===== config.mk =====
export PLATFORM = sky130hd
export DESIGN_NAME = ex1_seq_decoder
export DESIGN_NICKNAME = d
export VERILOG_FILES = /design/src/rtl/ex1_seq_decoder.sv
export SDC_FILE = /design/constraint.sdc
export NUM_CORES = 1
export LEC_CHECK = 0
export CORE_MARGIN = 2
export CORE_UTILIZATION = 47
export DETAILED_ROUTE_END_ITERATION = 6
export HOLD_SLACK_MARGIN = 0.05
export PLACE_DENSITY = 0.83
export SLEW_MARGIN = 10
export SYNTH_ARGS = -nofsm -noshare
export SYNTH_HDL_FRONTEND = slang
export SYNTH_SLANG_ARGS = --single-unit

===== constraint.sdc =====
create_clock -name clock -period 1.75 [get_ports clock]
set_input_delay 0.175 -clock clock [delete_from_list [all_inputs] [get_ports clock]]
set_output_delay 0.175 -clock clock [all_outputs]
set_load 0.005 [all_outputs]

===== src/rtl/ex1_seq_decoder.sv =====
// ex1_seq_decoder: recovers Y from the ex1 T-flip-flop generator state,
// tracks lock, deframes words. Optional parity: EX1_SEQ_DEC_PARITY_EN.
module ex1_seq_decoder #(
    parameter int WORD_W      = 8,
    parameter int LOCK_CNT    = 4,
    parameter int UNLOCK_ERRS = 2,
    parameter int ERR_CNT_W   = 8
) (
    input  logic                 clock,
    input  logic                 reset,
    input  logic                 A,
    input  logic                 B,
    input  logic                 C,
    input  logic                 D,
    output logic                 y_bit,
    output logic                 y_bit_valid,
    output logic                 illegal,
    output logic                 locked,
    output logic [WORD_W-1:0]    word_out,
    output logic                 word_valid,
    input  logic                 word_ready,
    output logic                 overrun,
`ifdef EX1_SEQ_DEC_PARITY_EN
    output logic                 parity_err,
`endif
    output logic [ERR_CNT_W-1:0] err_cnt
);

`ifdef EX1_SEQ_DEC_PARITY_EN
    localparam int FRAME = WORD_W + 1;
    localparam int SR_W  = WORD_W;
`else
    localparam int FRAME = WORD_W;
    localparam int SR_W  = WORD_W - 1;
`endif
    localparam int BC_W = $clog2(FRAME + 1);
    localparam int GC_W = $clog2(LOCK_CNT + 1);
    localparam int BD_W = $clog2(UNLOCK_ERRS + 1);

    localparam logic [BC_W-1:0] BC_LAST = BC_W'(FRAME - 1);
    localparam logic [GC_W-1:0] GC_LAST = GC_W'(LOCK_CNT - 1);
    localparam logic [BD_W-1:0] BD_LAST = BD_W'(UNLOCK_ERRS - 1);

    typedef enum logic {
        HUNT = 1'b0,
        LOCK = 1'b1
    } state_t;

    state_t            state;
    logic [3:0]        prev;
    logic              prev_valid;
    logic [GC_W-1:0]   good_cnt;
    logic [BD_W-1:0]   bad_cnt;
    logic [BC_W-1:0]   bit_cnt;
    logic [SR_W-1:0]   shreg;

    logic              t_a;
    logic              t_b;
    logic              t_c;
    logic              t_d;
    logic              dec_y;
    logic              dec_legal;
    logic              dec_illegal;
    logic              frame_last;
    logic              frame_done;
    logic              par_ok;
    logic              can_load;
    logic [WORD_W-1:0] new_word;

    // Invert the generator: toggles reveal Y, then verify the equations
    always_comb begin
        t_a         = A ^ prev[3];
        t_b         = B ^ prev[2];
        t_c         = C ^ prev[1];
        t_d         = D ^ prev[0];
        dec_y       = t_b ? prev[1] : ~prev[1];
        dec_legal   = prev_valid & t_c & ~t_d
                    & (t_a == (dec_y & (prev[2] == prev[1])));
        dec_illegal = prev_valid & ~dec_legal;
    end

    // Frame completion, candidate word and parity check
    always_comb begin
        frame_last = (bit_cnt == BC_LAST);
        frame_done = (state == LOCK) & dec_legal & frame_last;
        can_load   = ~word_valid | word_ready;
`ifdef EX1_SEQ_DEC_PARITY_EN
        new_word   = shreg;
        par_ok     = ((^shreg) == dec_y);
`else
        new_word   = {shreg, dec_y};
        par_ok     = 1'b1;
`endif
    end

    // Sample generator state and register the per-transition decode
    always_ff @(posedge clock) begin
        if (reset) begin
            prev        <= '0;
            prev_valid  <= 1'b0;
            y_bit       <= 1'b0;
            y_bit_valid <= 1'b0;
            illegal     <= 1'b0;
        end else begin
            prev        <= {A, B, C, D};
            prev_valid  <= 1'b1;
            y_bit_valid <= dec_legal;
            illegal     <= dec_illegal;
            if (dec_legal) begin
                y_bit <= dec_y;
            end
        end
    end

    // HUNT/LOCK tracking, bit shifting and error accounting
    always_ff @(posedge clock) begin
        if (reset) begin
            state    <= HUNT;
            locked   <= 1'b0;
            good_cnt <= '0;
            bad_cnt  <= '0;
            bit_cnt  <= '0;
            shreg    <= '0;
            err_cnt  <= '0;
        end else begin
            unique case (state)
                HUNT: begin
                    if (dec_legal) begin
                        if (good_cnt == GC_LAST) begin
                            state    <= LOCK;
                            locked   <= 1'b1;
                            good_cnt <= '0;
                            bad_cnt  <= '0;
                            bit_cnt  <= '0;
                            shreg    <= '0;
                        end else begin
                            good_cnt <= good_cnt + 1'b1;
                        end
                    end else if (dec_illegal) begin
                        good_cnt <= '0;
                    end
                end
                LOCK: begin
                    if (dec_legal) begin
                        bad_cnt <= '0;
                        bit_cnt <= frame_last ? '0 : bit_cnt + 1'b1;
`ifdef EX1_SEQ_DEC_PARITY_EN
                        if (!frame_last) begin
                            shreg <= {shreg[SR_W-2:0], dec_y};
                        end
`else
                        shreg <= new_word[WORD_W-2:0];
`endif
                    end else if (dec_illegal) begin
                        bit_cnt <= '0;
                        if (err_cnt != '1) begin
                            err_cnt <= err_cnt + 1'b1;
                        end
                        if (bad_cnt == BD_LAST) begin
                            state    <= HUNT;
                            locked   <= 1'b0;
                            good_cnt <= '0;
                            bad_cnt  <= '0;
                        end else begin
                            bad_cnt <= bad_cnt + 1'b1;
                        end
                    end
                end
                default: begin
                    state  <= HUNT;
                    locked <= 1'b0;
                end
            endcase
        end
    end

    // Holding register with valid/ready; a busy register drops new words
    always_ff @(posedge clock) begin
        if (reset) begin
            word_out   <= '0;
            word_valid <= 1'b0;
            overrun    <= 1'b0;
`ifdef EX1_SEQ_DEC_PARITY_EN
            parity_err <= 1'b0;
`endif
        end else begin
            overrun <= 1'b0;
`ifdef EX1_SEQ_DEC_PARITY_EN
            parity_err <= frame_done & ~par_ok;
`endif
            if (frame_done && par_ok && can_load) begin
                word_out   <= new_word;
                word_valid <= 1'b1;
            end else begin
                if (frame_done && par_ok) begin
                    overrun <= 1'b1;
                end
                if (word_valid && word_ready) begin
                    word_valid <= 1'b0;
                end
            end
        end
    end

endmodule


# Yosys cells after proc, flatten, opt, wreduce, memory -nomap -nowiden
# Index checks and enable logic that the tools add are counted.
# totals
out_inout_bits,22
inputBits,7
word_cells,99
reg_bits,44
# op_classes
n_reduce_logical,9
n_bitwise,17
n_eq_ne,14
addsub,4
n_mux,40
# ops
cell,n
7-bit two-way mux,3
4-bit two-way mux,5
3-bit two-way mux,6
1-bit two-way mux,15
7-bit one-hot mux with 2 select lines,1
2-bit two-way mux,5
8-bit by 1-bit adder with 8-bit output (second input constant),1
8-bit != test (second input constant),1
4-bit one-hot mux with 2 select lines,1
4-bit AND reduction,2
1-bit AND,7
2-bit by 1-bit != test with 1-bit output (second input constant),3
2-bit != test (second input constant),3
3-bit one-hot mux with 2 select lines,1
3-bit AND reduction,2
1-bit NOT,5
5-bit AND reduction,1
4-bit by 1-bit adder with 4-bit output (second input constant),1
4-bit by 3-bit equality test with 1-bit output (second input constant),1
1-bit one-hot mux with 2 select lines,2
2-bit one-hot mux with 2 select lines,1
1-bit XOR,4
3-bit by 1-bit adder with 3-bit output (second input constant),1
3-bit by 2-bit equality test with 1-bit output (second input constant),1
other kinds (9),11

# Depth between registers and ports, before layout
# depth
ltp_word,10
depth_mapped,7
mapped_depth_nobuf,6

# Worst setup path after synthesis
# OpenSTA, ideal clock, no wires.
# synth_timing
path_kind,register -> register
startpoint,register err_cnt[0]
endpoint,register err_cnt[7]
arrival_ns,1.745
path_slack_ns,-0.066
path_buffers,0
synth_period_minus_slack_ns,1.816
required_time_ns,1.680
setup_time_ns,0.070
stages_incl_launch_ff,7
cell_sequence,dfxtp_1 -> ha_1 -> nand4_1 -> nor2_1 -> or3_1 -> or4_1 -> a21oi_1
# synth_between
elab_chain_cells,2
elab_cells_between_ends,3
classes_between,1 x add/sub; 1 x eq/ne; 1 x reduce/logical
# synth_rtl
item,line_no,source
"start, declared",26,output logic [ERR_CNT_W-1:0] err_cnt
"start signal, assigned",157,err_cnt <= err_cnt + 1'b1;
"parallel branches: the longest is 2 deep, another holds 8-bit by 1-bit adder with 8-bit output",--,
# Several ways; the timed one is not identified.
# A chain may end at the register's enable or synchronous reset.

# Worst setup path in the final report
# layout_timing
startpoint,register prev[1]
endpoint,register shreg[4]
# layout_between
elab_chain_cells,7
elab_cells_between_ends,12
classes_between,4 x eq/ne; 1 x mux; 6 x bitwise; 1 x reduce/logical
# layout_rtl
item,line_no,source
"start, declared",50,logic [3:0] prev;
"start signal, assigned",105,"prev <= {A, B, C, D};"
1-bit NOT,76,dec_y = t_b ? prev[1] : ~prev[1];
1-bit two-way mux,76,
1-bit AND,78,& (t_a == (dec_y & (prev[2] == prev[1])));
1-bit equality test,78,
1-bit AND (*),78,
2-bit by 1-bit != test with 1-bit output (no line) or 2-bit != test (tied branches),--,
3-bit AND reduction (no line) (*),--,
"end signal, assigned",152,shreg <= new_word[WORD_W-2:0];
"end, declared",55,logic [SR_W-1:0] shreg;
# Mark *: on every way between the ends. The rest lies on a longest branch, timed or not.

==> run_results.csv <==
group,metric,value,unit
power_and_ir_drop,p_leak,0.991,nW
layout,layout_common_cells,"42 x dfxtp_1, 27 x clkdlybuf4s50_1, 26 x buf_4",
job,drv_cap,0,
detailed_routing,avgRoutedWirePerCell,14.3,um
worst_setup_path,rr_worst_depth,5,
floorplanning,fp.dieW,66.9,um
global_routing,grt_max_degree,18,
placement,place_inst,288,
synth,synthesis.nets,206,
layout,syn_to_final_growth,41.2,%
placement,port_buffers,28,
hold_path,min_path_type,"in2reg",
detailed_routing,first_pass_iters,4,
cts,cts_tree,"yes",
layout,drive_above_1_share,0.282,
cts,clk_path_buf_depth,2,
layout,stdcell_area,2630,sq um
global_routing,grt_pass1_vias,1558,
worst_setup_path,rr_endpoint,"shreg[4]$_SDFFE_PP0P_",
timing,final.period_utilization,1.02,
worst_setup_path,setup.worst_path.start_class,"register",
worst_setup_path,cpMaxStageDelayCell,"or3_4",
timing,fin_ws,-0.0325,ns
cts,cts_hold_buf,0,
detailed_routing,vias,1713,
cts,clock_sinks,44,
timing,slew_viol_final,0,
timing,skew,0.00484,ns
worst_setup_path,max_stage_delay,0.37,ns
synth,ys_ff_latch,44,
global_routing,gr-usage-all-layers,0.210,
worst_setup_path,path_class,"reg2reg",
cts,cts_htree_levels,2,
timing,tns,-0.232,ns
worst_setup_path,cp_top_family,"compound AO/OA/AOI/OAI gates",
detailed_routing,vias_per_cell,5.71,
placement,globalplace.congestion,0.801,
worst_setup_path,crit_buf_inv,0,
worst_setup_path,path_cells,"xor2_2, or3_4, a21oi_4, a31oi_2, a22o_1",
hold_path,hold_path.startpoint,"A",
worst_setup_path,reg2reg_from,"prev[1]$_SDFF_PP0_",
synth,yosys_warnings,0,
synth,syn-cell-area,1860,sq um
placement,dpl.hpwl,3010,um
global_routing,grt_first_pass_wirelength,7050,um
power_and_ir_drop,power_density,699,nW/um^2
synth,synth-edff-count,0,
cts,cts.clk_slew.worst_paths,0.09,ns
hold_path,min_to,"prev[3]$_SDFF_PP0_",
floorplanning,dieArea,4480,sq um
synth,ys.flop_type,"dfxtp_1",
global_routing,grt-ovfl-total,0,
cts,clockRootBuffer,"clkbuf_8",
cts,numCtsBuffers,5,
power_and_ir_drop,vdd_ir_drop_max,0.533,mV
synth,synth_cell_types,44,
synth,syn_inst,196,
timing,relSlewSlack,0.705,
outcome,status,"finished with violations",
power_and_ir_drop,finalPower,1.84,mW
placement,placed_area,2370,sq um
layout,layout_commonest_cell,"dfxtp_1",
detailed_routing,drc,0,
floorplanning,core,3740,sq um
layout,nNetsFinal,261,
cts,clk_latency,0.30,ns
worst_setup_path,worstPathArrival,1.98,ns
placement,place_ws,-0.383,ns
floorplanning,start_util,0.497,
synth,synthArstFlopShare,0,
floorplanning,rows,22,
timing,worst_slew_pin_slew,0.441,ns
worst_setup_path,r2r_slack,-0.03,ns
timing,setup_viol,10,
detailed_routing,first_iter_violations,67,
timing,rsz0062_at_grt,"yes",
synth,synth-seq-area-share,0.473,
global_routing,antenna_found_initial,0,
layout,diodes,0,
detailed_routing,wirelength,4290,um
worst_setup_path,crit_required,1.95,ns
outcome,violations,"negative setup slack",
worst_setup_path,crit_path_start,"prev[1]$_SDFF_PP0_",
worst_setup_path,end_kind,"register",
timing,hold_viol_final,0,
worst_setup_path,crit_fanout,7,
synth,avgSynthCellArea,9.49,sq um
hold_path,whs_path_depth,2,
floorplanning,die_height,66.9,um
timing,fmax,561,MHz
detailed_routing,ant_nets,0,
layout,fin_cells,300,
timing,period_minus_slack,1.78,ns
floorplanning,io_pins,29,
-- per-layer routing --
metal,global-route usage,vias up,share of wire
met3,0.0456,11,0.053
met2,0.339,51,0.49
li1,-,839,-
met5,0,-,0
met4,0.102,0,0.023
met1,0.263,812,0.43
-- timing repair --
action | in CTS | in global routing
endpoints found under the setup margin | 14 | 31
hold endpoints to repair | 0 | 0
resized for setup | 10 | 22
pin swaps | 6 | 4
buffers inserted | 3 | 1
-- Yosys cell counts (all sizes together) (3+ instances only) --
cell	instances	area, sq um
dfxtp	44	881
a21oi	22	121
nand3	13	65.1
o21ai	13	65.1
nand2	11	43.8
a22o	9	78.8
nor2	7	26.3
clkbuf	6	22.5
nor2b	6	37.5
buf	5	36.3
inv	5	18.8
o31ai	5	37.5
and3	4	25.0
or3	4	30.0
or4	4	30.0
a311oi	3	26.3
and3b	3	26.3
ha	3	37.5
xnor2	3	26.3
-- worst max-delay path by stage --
stage | to | cells after the start
floorplan | err_cnt[7]$_SDFFE_PP0P_ | 6
global placement | shreg[2]$_SDFFE_PP0P_ | 7
detailed placement | shreg[0]$_SDFFE_PP0P_ | 7
CTS | bit_cnt[2]$_SDFFE_PP0P_ | 6
global route | err_cnt[0]$_SDFFE_PP0P_ | 6
finish | shreg[4]$_SDFFE_PP0P_ | 5
-- metrics by stage --
| stage | utilization | hold WS (ns) |
|---|---|---|
| 3_3_place_gp | 0.632 | 0.451 |
| 2_1_floorplan | - | 0.300 |
| 6_report | 0.702 | 0.192 |
| 3_5_place_dp | 0.632 | 0.462 |
| 5_1_grt | 0.702 | 0.215 |
| 4_1_cts | 0.673 | 0.472 |
-- layout make-up --
cell class / instances / area [sq um]
timing repair buffer: 59 / 547
clock buffer: 5 / 68.8
fill: 295 / 1120
tap: 48 / 60.1
multi-input combinational: 136 / 1020
inverter: 5 / 18.8
clock inverter: 3 / 23.8
sequential: 44 / 883
-- sequential cells by signal, indices dropped and copies added, names as in the netlist --
| name | count |
|---|---|
| bad_cnt | 2 |
| bit_cnt | 4 |
| err_cnt | 8 |
| good_cnt | 3 |
| illegal | 1 |
| locked | 1 |
| overrun | 1 |
| prev | 4 |
| prev_valid | 1 |
| shreg | 7 |
| state | 1 |
| word_out | 8 |
| word_valid | 1 |
| y_bit | 1 |
| y_bit_valid | 1 |
-- power breakdown --
group | internal [mW] | switching [mW]
clock network | 0.282 | 0.356
logic | 0.0835 | 0.0957
registers | 1.01 | 0.00681
-- kinds of logic (layout without fill, tap and decap cells) --
| logic type | after synthesis | count (layout) | share of synthesized area |
|---|---|---|---|
| AO/OA/AOI/OAI | 64 | 64 | 0.240 |
| XOR/XNOR | 5 | 5 | 0.0235 |
| adder cells (fa/ha/maj) | 3 | 3 | 0.0202 |
| buffers and inverters | 16 | 72 | 0.0417 |
| flip-flops | 44 | 44 | 0.473 |
| multiplexers | 1 | 1 | 0.00538 |
| AND/OR/NAND/NOR | 63 | 63 | 0.196 |
No activity file was read; power rests on OpenSTA's default activity.
